[src/rtl/parking_gate_controller.sv]
// Car-park entrance gate controller: detects a car, waits a settling time,
// checks a two-field password and drives gate LEDs plus two 7-segment digits.
module parking_gate_controller #(
    parameter int unsigned WAIT_CYCLES = 4,
    parameter logic [1:0]  PASS1       = 2'b01,
    parameter logic [1:0]  PASS2       = 2'b10,
    parameter int          CNT_W       = 32
) (
    input  logic       clk,
    input  logic       reset_n,
    input  logic       sensor_entrance,
    input  logic       sensor_exit,
    input  logic [1:0] password_1,
    input  logic [1:0] password_2,
    output logic       GREEN_LED,
    output logic       RED_LED,
    output logic [6:0] HEX_1,
    output logic [6:0] HEX_2
);

    localparam logic [2:0] IDLE          = 3'd0;
    localparam logic [2:0] WAIT_PASSWORD = 3'd1;
    localparam logic [2:0] WRONG_PASS    = 3'd2;
    localparam logic [2:0] RIGHT_PASS    = 3'd3;
    localparam logic [2:0] STOP          = 3'd4;

    localparam logic [CNT_W-1:0] CNT_LAST = CNT_W'(WAIT_CYCLES - 1);

    logic [2:0]       state;
    logic [2:0]       next_state;
    logic [CNT_W-1:0] counter;
    logic             pass_ok;

    assign pass_ok = (password_1 == PASS1) && (password_2 == PASS2);

    // NOTE: every output of a combinational block gets a default first, so no path can infer a latch.
    always_comb begin
        next_state = state;
        case (state)
            IDLE:          if (sensor_entrance) next_state = WAIT_PASSWORD;
            WAIT_PASSWORD: if (counter == CNT_LAST)
                               next_state = pass_ok ? RIGHT_PASS : WRONG_PASS;
            WRONG_PASS:    if (pass_ok) next_state = RIGHT_PASS;
            RIGHT_PASS: begin
                if (sensor_entrance && sensor_exit) next_state = STOP;
                else if (sensor_exit)               next_state = IDLE;
            end
            STOP:          if (pass_ok) next_state = RIGHT_PASS;
            default:       next_state = IDLE;
        endcase
    end

    // NOTE: registers are written with non-blocking assignments so every flop samples pre-edge values.
    always_ff @(posedge clk or posedge reset_n) begin
        if (reset_n) begin
            state     <= IDLE;
            counter   <= '0;
            GREEN_LED <= 1'b0;
            RED_LED   <= 1'b0;
        end else begin
            state <= next_state;
            // Counting only while staying in the wait state also clears it on exit.
            if (state == WAIT_PASSWORD && next_state == WAIT_PASSWORD)
                counter <= counter + CNT_W'(1);
            else
                counter <= '0;

            case (next_state)
                WAIT_PASSWORD: begin
                    GREEN_LED <= 1'b0;
                    RED_LED   <= 1'b1;
                end
                WRONG_PASS, STOP: begin
                    GREEN_LED <= 1'b0;
                    RED_LED   <= ~RED_LED;
                end
                RIGHT_PASS: begin
                    GREEN_LED <= ~GREEN_LED;
                    RED_LED   <= 1'b0;
                end
                default: begin
                    GREEN_LED <= 1'b0;
                    RED_LED   <= 1'b0;
                end
            endcase
        end
    end

    // Active-low segments, bit order {g,f,e,d,c,b,a}.
    always_comb begin
        HEX_1 = 7'h7F;
        HEX_2 = 7'h7F;
        case (state)
            WAIT_PASSWORD: begin HEX_1 = 7'h06; HEX_2 = 7'h2B; end
            WRONG_PASS:    begin HEX_1 = 7'h06; HEX_2 = 7'h06; end
            RIGHT_PASS:    begin HEX_1 = 7'h02; HEX_2 = 7'h40; end
            STOP:          begin HEX_1 = 7'h12; HEX_2 = 7'h0C; end
            default:       begin HEX_1 = 7'h7F; HEX_2 = 7'h7F; end
        endcase
    end

endmodule

[config.mk]
export PLATFORM = sky130hd
export DESIGN_NAME = parking_gate_controller
export DESIGN_NICKNAME = d
export VERILOG_FILES = /design/src/rtl/parking_gate_controller.sv
export SDC_FILE = /design/constraint.sdc
export NUM_CORES = 1
export LEC_CHECK = 0
export CAP_MARGIN = 30
export CORE_ASPECT_RATIO = 2
export CORE_MARGIN = 5
export CORE_UTILIZATION = 55
export CTS_CLUSTER_SIZE = 28
export DETAILED_ROUTE_END_ITERATION = 16
export GPL_ROUTABILITY_DRIVEN = 0
export PLACE_DENSITY = 0.77
export SKIP_CTS_REPAIR_TIMING = 1
export SYNTH_ARGS = -nofsm -noshare
export SYNTH_HDL_FRONTEND = slang
export SYNTH_SLANG_ARGS = --single-unit
export TNS_END_PERCENT = 10
[constraint.sdc]
create_clock -name clk -period 3.3 [get_ports clk]
set_clock_uncertainty 0.05 [all_clocks]
set_input_delay 0.495 -clock clk [delete_from_list [all_inputs] [get_ports clk]]
set_output_delay 0.495 -clock clk [all_outputs]
set_load 0.005 [all_outputs]
# Word-level counts from Yosys, hierarchy flattened
# Cells that the tools add are included.
# classes
add_sub_neg	1
n_bitwise	2
n_reduce_logical	7
eq_ne	11
mux	12
# op_table
op	n
$add A32 B1 Y32 const B	1
$eq A32 B2 Y1 const B	1
$mux W32	1
$pmux W7 S4	1
$pmux W7 S3	1
$mux W3	5
$eq A3 B2 Y1 const B	4
$pmux W3 S4	1
$eq A3 B1 Y1 const B	2
$eq A3 B3 Y1 const B	2
$reduce_or A2 Y1	3
$logic_and A1 B1 Y1	3
$logic_not A3 Y1	1
$eq A2 B1 Y1 const B	1
$eq A2 B2 Y1 const B	1
$mux W1	2
$not A1 Y1	2
$pmux W1 S2	1
# totals
in_bits	8
ff_bits	37
out_inout_bits	16

# Logic depth before layout (Yosys ltp)
# Gate-level depths: netlist (run 1).
# depth
word_depth	8
ltp_mapped	7
depth_no_buf	5

# Least setup slack after synthesis (run 1)
# OpenSTA, ideal clock, no wires.
# synth_timing
path_kind	register to register
startpoint	register counter[0]
endpoint	register counter[28]
stages_incl_launch_ff	7
synth_period_minus_slack_ns	1.788
setup_time_ns	0.073
slack_ns	1.512
t_arrival_ns	1.665
path_buffers	1
t_required_ns	3.177
path_cell_list	dfrtp_1 ha_1 and4_1 clkbuf_2 nand3_1 or4_4 a21oi_2
# synth_via
elab_chain_len	6
word_cells_on_any_way	7
# synth_lines
item	line	rtl
start: declaration	31	logic [CNT_W-1:0] counter;
start signal: assignment	64	counter <= counter + CNT_W'(1);
$eq A32 B2 Y1	41	WAIT_PASSWORD: if (counter == CNT_LAST)
$mux W3	41	
$pmux W3 S4	39	case (state)
$eq A3 B1 Y1	63	if (state == WAIT_PASSWORD && next_state == WAIT_PASSWORD)
$logic_and A1 B1 Y1	63	
$mux W32 (*)	63	
# Every way passes the cells marked *; elsewhere a longest branch is shown, timed or not.

# Worst setup path in the final report (run 1)
# layout_timing
startpoint	register state[2]
endpoint	output HEX_1[6]
# layout_via
elab_chain_len	3
word_cells_on_any_way	6
# layout_lines
item	line	rtl
start: declaration	29	logic [2:0] state;
start signal: assignment	61	state <= next_state;
$eq A3 B1 Y1 / $eq A3 B2 Y1 (equally long branches)	93	case (state)
$reduce_or A2 Y1 (no source line)	-	
$pmux W7 S3 (*)	93	
end: declaration	17	output logic [6:0] HEX_1,
# Marked as above.

==> results of run 1 <==
-- power by group --
| group | total (mW) | internal, mW | switching, mW |
|---|---|---|---|
| Clock | 0.402 | 0.246 | 0.155 |
| Combinational | 0.564 | 0.281 | 0.284 |
| Sequential | 0.550 | 0.492 | 0.0579 |
| Total | 1.52 | 1.02 | 0.497 |
-- per-stage QoR --
stage / area, um^2 / std cells
after floorplan: 2190 / 242
after global placement: 2370 / 296
after detailed placement: 2370 / 296
after CTS: 2480 / 304
after global routing: 2480 / 304
final: 2480 / 304
-- final cells by class --
| class | instances | area, um^2 |
|---|---|---|
| Multi-Input combinational cell | 175 | 1110 |
| Clock inverter | 1 | 30.0 |
| Fill cell | 353 | 1360 |
| Sequential cell | 37 | 926 |
| Inverter | 9 | 33.8 |
| Tap cell | 51 | 63.8 |
| Clock buffer | 7 | 86.3 |
| Timing Repair Buffer | 24 | 235 |
-- synth_stat cells, types with 4 or more instances --
| library cell | number | share of area |
|---|---|---|
| a21oi_1 | 17 | 0.039 |
| and4_1 | 8 | 0.032 |
| buf_2 | 4 | 0.0091 |
| buf_4 | 8 | 0.027 |
| clkbuf_1 | 6 | 0.010 |
| dfrtp_1 | 37 | 0.42 |
| inv_1 | 9 | 0.015 |
| nand2_1 | 16 | 0.027 |
| nand2b_1 | 4 | 0.011 |
| nand3_1 | 9 | 0.021 |
| nand4_1 | 12 | 0.034 |
| nor2_1 | 18 | 0.031 |
| nor3_1 | 4 | 0.0091 |
| nor4_1 | 8 | 0.023 |
| o21ai_0 | 13 | 0.030 |
| o31ai_1 | 10 | 0.034 |
| or3_1 | 7 | 0.020 |
| or4_1 | 7 | 0.024 |
| xor2_1 | 9 | 0.036 |
-- how the worst max path moves through the flow --
| stage | cells past startpoint | endpoint |
|---|---|---|
| after floorplan | 6 | counter[28] |
| after global placement | 6 | state[0] |
| after detailed placement | 6 | counter[23] |
| final | 3 | HEX_1[6] |
| after global routing | 3 | HEX_1[5] |
| after CTS | 3 | HEX_1[5] |
-- registers in the layout, summed over array words and instances, names as in the netlist --
name	flops
state	3
counter	32
GREEN_LED	1
RED_LED	1
-- cells by family (layout without fill, tap and decap cells) --
family / Yosys count / count (layout) / share of synthesized area
compound gates: 53 / 53 / 0.152
xor+xnor: 12 / 12 / 0.0479
fa+ha+maj: 1 / 1 / 0.00570
buf+inv: 30 / 41 / 0.0747
flops: 37 / 37 / 0.422
mux: 1 / 1 / 0.00456
other cells: 1 / 1 / 0.00171
simple gates: 107 / 107 / 0.291
-- per-layer routing --
| metal | up-vias | GRT usage | share of wire |
|---|---|---|---|
| met5 | - | 0 | 0 |
| met4 | 0 | 0.109 | 0.024 |
| met3 | 9 | 0.0360 | 0.044 |
| met2 | 44 | 0.380 | 0.56 |
| met1 | 896 | 0.202 | 0.37 |
| li1 | 907 | - | - |
==> metrics.txt, run 1 <==
critical path startpoint category=register; R2R cell count=6; Initial Util=0.571; crit-path max cell delay=580 ps; crit path from=state[2]; DR pass1 iterations=4; commonest non-fill, non-tap cell in the layout=dfrtp_1; final setup violation count=0; crit path buf inv count=2; hold path endpoint=counter[0]; pwr/cell area=611 nW/um^2; Fin Setup TNS=0 ps; # IOs=24; post-DR vias/cell=6.11; Post-Syn Area per Cell=9.06 um^2; WL/cell=16.4 um; DRC Markers=0; worst-path fanout max=10; Max H-tree Level=2; vias in the first global route=1,906; Yosys warning count=0; core area=3840 um^2; Pleak=0.988 nW; routed wire length=4.99 mm; most frequent cells in the layout=37 x dfrtp_1, 22 x clkdlybuf4s50_1, 18 x nor2_1, 17 x a21oi_1, 16 x nand2_1; Max transition margin=0.537; CP Class=register to output pin; EDFF count, synth=0; Tightest Pin Transition=693 ps; clock network latency to the later pin of the worst-skew pair=290 ps; ANT nets after route=0; layout cell share with drive strength beyond 1=0.0791; total CTS buffers=5; number of synthesized register bits=37; Worst EP required=2750 ps; Cells after Synth=242; syn nets=251; die area=5430 um^2; largest net degree at the start of global routing=27; status=completed; IO Port Bufs=22; hold path cells=1; Pwr Total=1.52 mW; vias=1,856; worst-path cell with the longest stage delay=clkdlybuf4s50_1; first-pass GRT wire length=8.36 mm; post-synthesis cell area=2190 um^2; overall routing resource usage=0.207; final worst path period need=2430 ps; initial antenna violation count=0; Synth async-reset ratio=1.00; Final Hold Vio Count=0; ys flop type=dfrtp_1; dpl hpwl=3.79 mm; grt ovf=0; RSZ-0062 raised after global routing=false; CP delay by family, top=buffers and inverters; hold slack=442 ps; die extent in y=99.3 um; startpoint of the worst register-to-register path=counter[0]; Placement Rows=32; WP data arrival=1890 ps; CP Cell Sequence=inv_1 -> xnor2_1 -> clkdlybuf4s50_1; Min-Delay Path Class=register to register; fin crit share=0.738; Max Root-Sink Buffers=2; Core Util, Final=0.646; drt initial violations=46; area grow syn2layout=13.2%; setup slack, reg-to-reg=980 ps; Hold Crit Start=counter[0]; antenna cells=0; VDD IR max=0.379 mV; Fmax=0.411 GHz; post-synthesis sequential area ratio=0.422; CTS tree=done; pre-CTS worst setup slack=984 ps; clk sinks=37; clock root buffer=clkbuf_8; count of pins over their slew limit=0; Nets=261; Critical Path End Type=output pin; post-route setup slack=865 ps; synth unique cells=43; Die X=54.7 um; Reg2Reg Capture Point=state[0]; max capacitance violation total=0; Reg clk slew, reported paths=70 ps
No activity file was read; power rests on OpenSTA's default activity.
==> run 2, diff against run 1 <==
- clock period: 3.3 -> 2.31 ns (I/O delays scaled with it)
==> metrics.txt, run 2 (synthesis gave the netlist of run 1 again) <==
Placement Rows=32 (unchanged); post-DR vias/cell=6.12 (+0.30%); Fin Setup TNS=0 ps (unchanged); core area=3840 um^2 (unchanged); final setup violation count=0 (unchanged); antenna cells=0 (unchanged); most frequent cells in the layout=35 x dfrtp_1, 22 x clkdlybuf4s50_1, 17 x nor2_1, 17 x a21oi_1, 16 x nand2_1; worst-path fanout max=12 (+2); area grow syn2layout=13.5%; first-pass GRT wire length=8.59 mm (+2.8%); DR pass1 iterations=4 (unchanged); Worst EP required=1910 ps (-840 ps); max capacitance violation total=0 (unchanged); clock network latency to the later pin of the worst-skew pair=290 ps (about the same); layout cell share with drive strength beyond 1=0.109 (+0.0303); Critical Path End Type=output pin; VDD IR max=0.665 mV (+75%); largest net degree at the start of global routing=38 (+41%); routed wire length=5.06 mm (+1.4%); clk sinks=37 (unchanged); Min-Delay Path Class=primary input to async pin; Die X=54.7 um (unchanged); Core Util, Final=0.647 (+0.00163); drt initial violations=37 (-20%); Nets=264 (+1.1%); max FFs per register=32 (unchanged); GRT met1 Usage=0.230 (+0.0278); GRT Max-Usage Layer=met2; pwr/cell area=839 nW/um^2 (+37%); RSZ-0062 raised after global routing=false; overall routing resource usage=0.212 (+0.00488); final worst path period need=2210 ps; DRC Markers=0 (unchanged); commonest non-fill, non-tap cell in the layout=dfrtp_1; ANT nets after route=0 (unchanged); fill cell count=333 (-5.7%); die area=5430 um^2 (unchanged); WP data arrival=1810 ps (-80 ps); Fmax=0.453 GHz; dpl hpwl=3.78 mm (-0.25%); initial antenna violation count=0 (unchanged); Reg clk slew, reported paths=70 ps (about the same); critical path startpoint category=register; Max Root-Sink Buffers=2 (unchanged); Initial Util=0.571 (unchanged); # IOs=24 (unchanged); count of pins over their slew limit=0 (unchanged); grt ovf=0 (unchanged); Cell Area, Placed=2390 um^2 (+0.95%); Pwr Total=2.09 mW (+38%); Pleak=0.997 nW (+0.84%); vias=1,880 (+1.3%); total CTS buffers=5 (unchanged); WL/cell=16.5 um (+0.41%); Max transition margin=0.604 (+0.0661); Largest Register=counter; Max H-tree Level=2 (unchanged); die extent in y=99.3 um (unchanged); status=completed; met3 global-route usage=0.0315 (-0.00450); Final Hold Vio Count=0 (unchanged); largest registers=counter x32, state x3; CP Class=register to output pin; fin crit share=0.955; final instance area=2490 um^2 (+0.25%); Tightest Pin Transition=589 ps (-104 ps); CTS tree=done; M2 GR Usage=0.377 (-0.00274); vias in the first global route=1,877 (-1.5%); IO Port Bufs=22 (unchanged); clock root buffer=clkbuf_8
run 2: changes by cell type in the layout (fill, tap and decap cells not counted), moves of 2 or more:
cell      previous run  this run
dfrtp_1             37        35
buf_4                2         5
clkinv_2             0         2
dfrtp_2              0         2
run 2: per-layer routing:
metal | vias up | wire length [um]
li1 | 910 | -
met1 | 913 | 1880
met2 | 45 | 2830
met3 | 12 | 189
met4 | 0 | 165
met5 | - | 0
run 2: layout make-up:
cell class              count  area (um^2)  share of cell area
clock buffers               6         72.6              0.0292
clock inverters             2         10.0             0.00402
inverters                   9         33.8              0.0136
multi-input cells         175         1120               0.451
flip-flops and latches     37          928               0.373
well taps                  51         63.8              0.0256
repair buffers             27          258               0.104
run 2: final timing paths:
| check | start | end | slack, ps | depth (start not counted) |
|---|---|---|---|---|
| max | state[1] | HEX_2[1] | 100 | 3 |
| min | reset_n | counter[21] | 430 | 3 |
| max reg2reg | counter[5] | counter[20] | 360 | 4 |
| min reg2reg | counter[0] | counter[0] | 450 | 1 |
| max in group asynchronous | reset_n | state[0] | 1420 | 3 |
| min in group clk | counter[0] | counter[0] | 450 | 1 |
run 2: where the power goes:
part | total, mW | internal [mW] | switching [mW] | leakage (nW)
Clock | 0.437 | 0.209 | 0.228 | 0.0450
Sequential | 0.794 | 0.705 | 0.0888 | 0.505
Combinational | 0.858 | 0.430 | 0.429 | 0.447
Total | 2.09 | 1.34 | 0.745 | 0.997
run 2: worst max-delay path, stage by stage, from the launching register on:
cell and delay [ps]:
dfrtp_1 550, inv_1 140, o2bb2a_1 340, clkdlybuf4s50_1 480
run 2: stage by stage:
step | cells | setup WS (ps) | hold slack [ps]
after global routing | 307 | 17.6 | 476
after detailed placement | 299 | 354 | 452
after global placement | 299 | 389 | 429
after CTS | 307 | 28.6 | 441
final | 307 | 103 | 427
after floorplan | 242 | 522 | 398
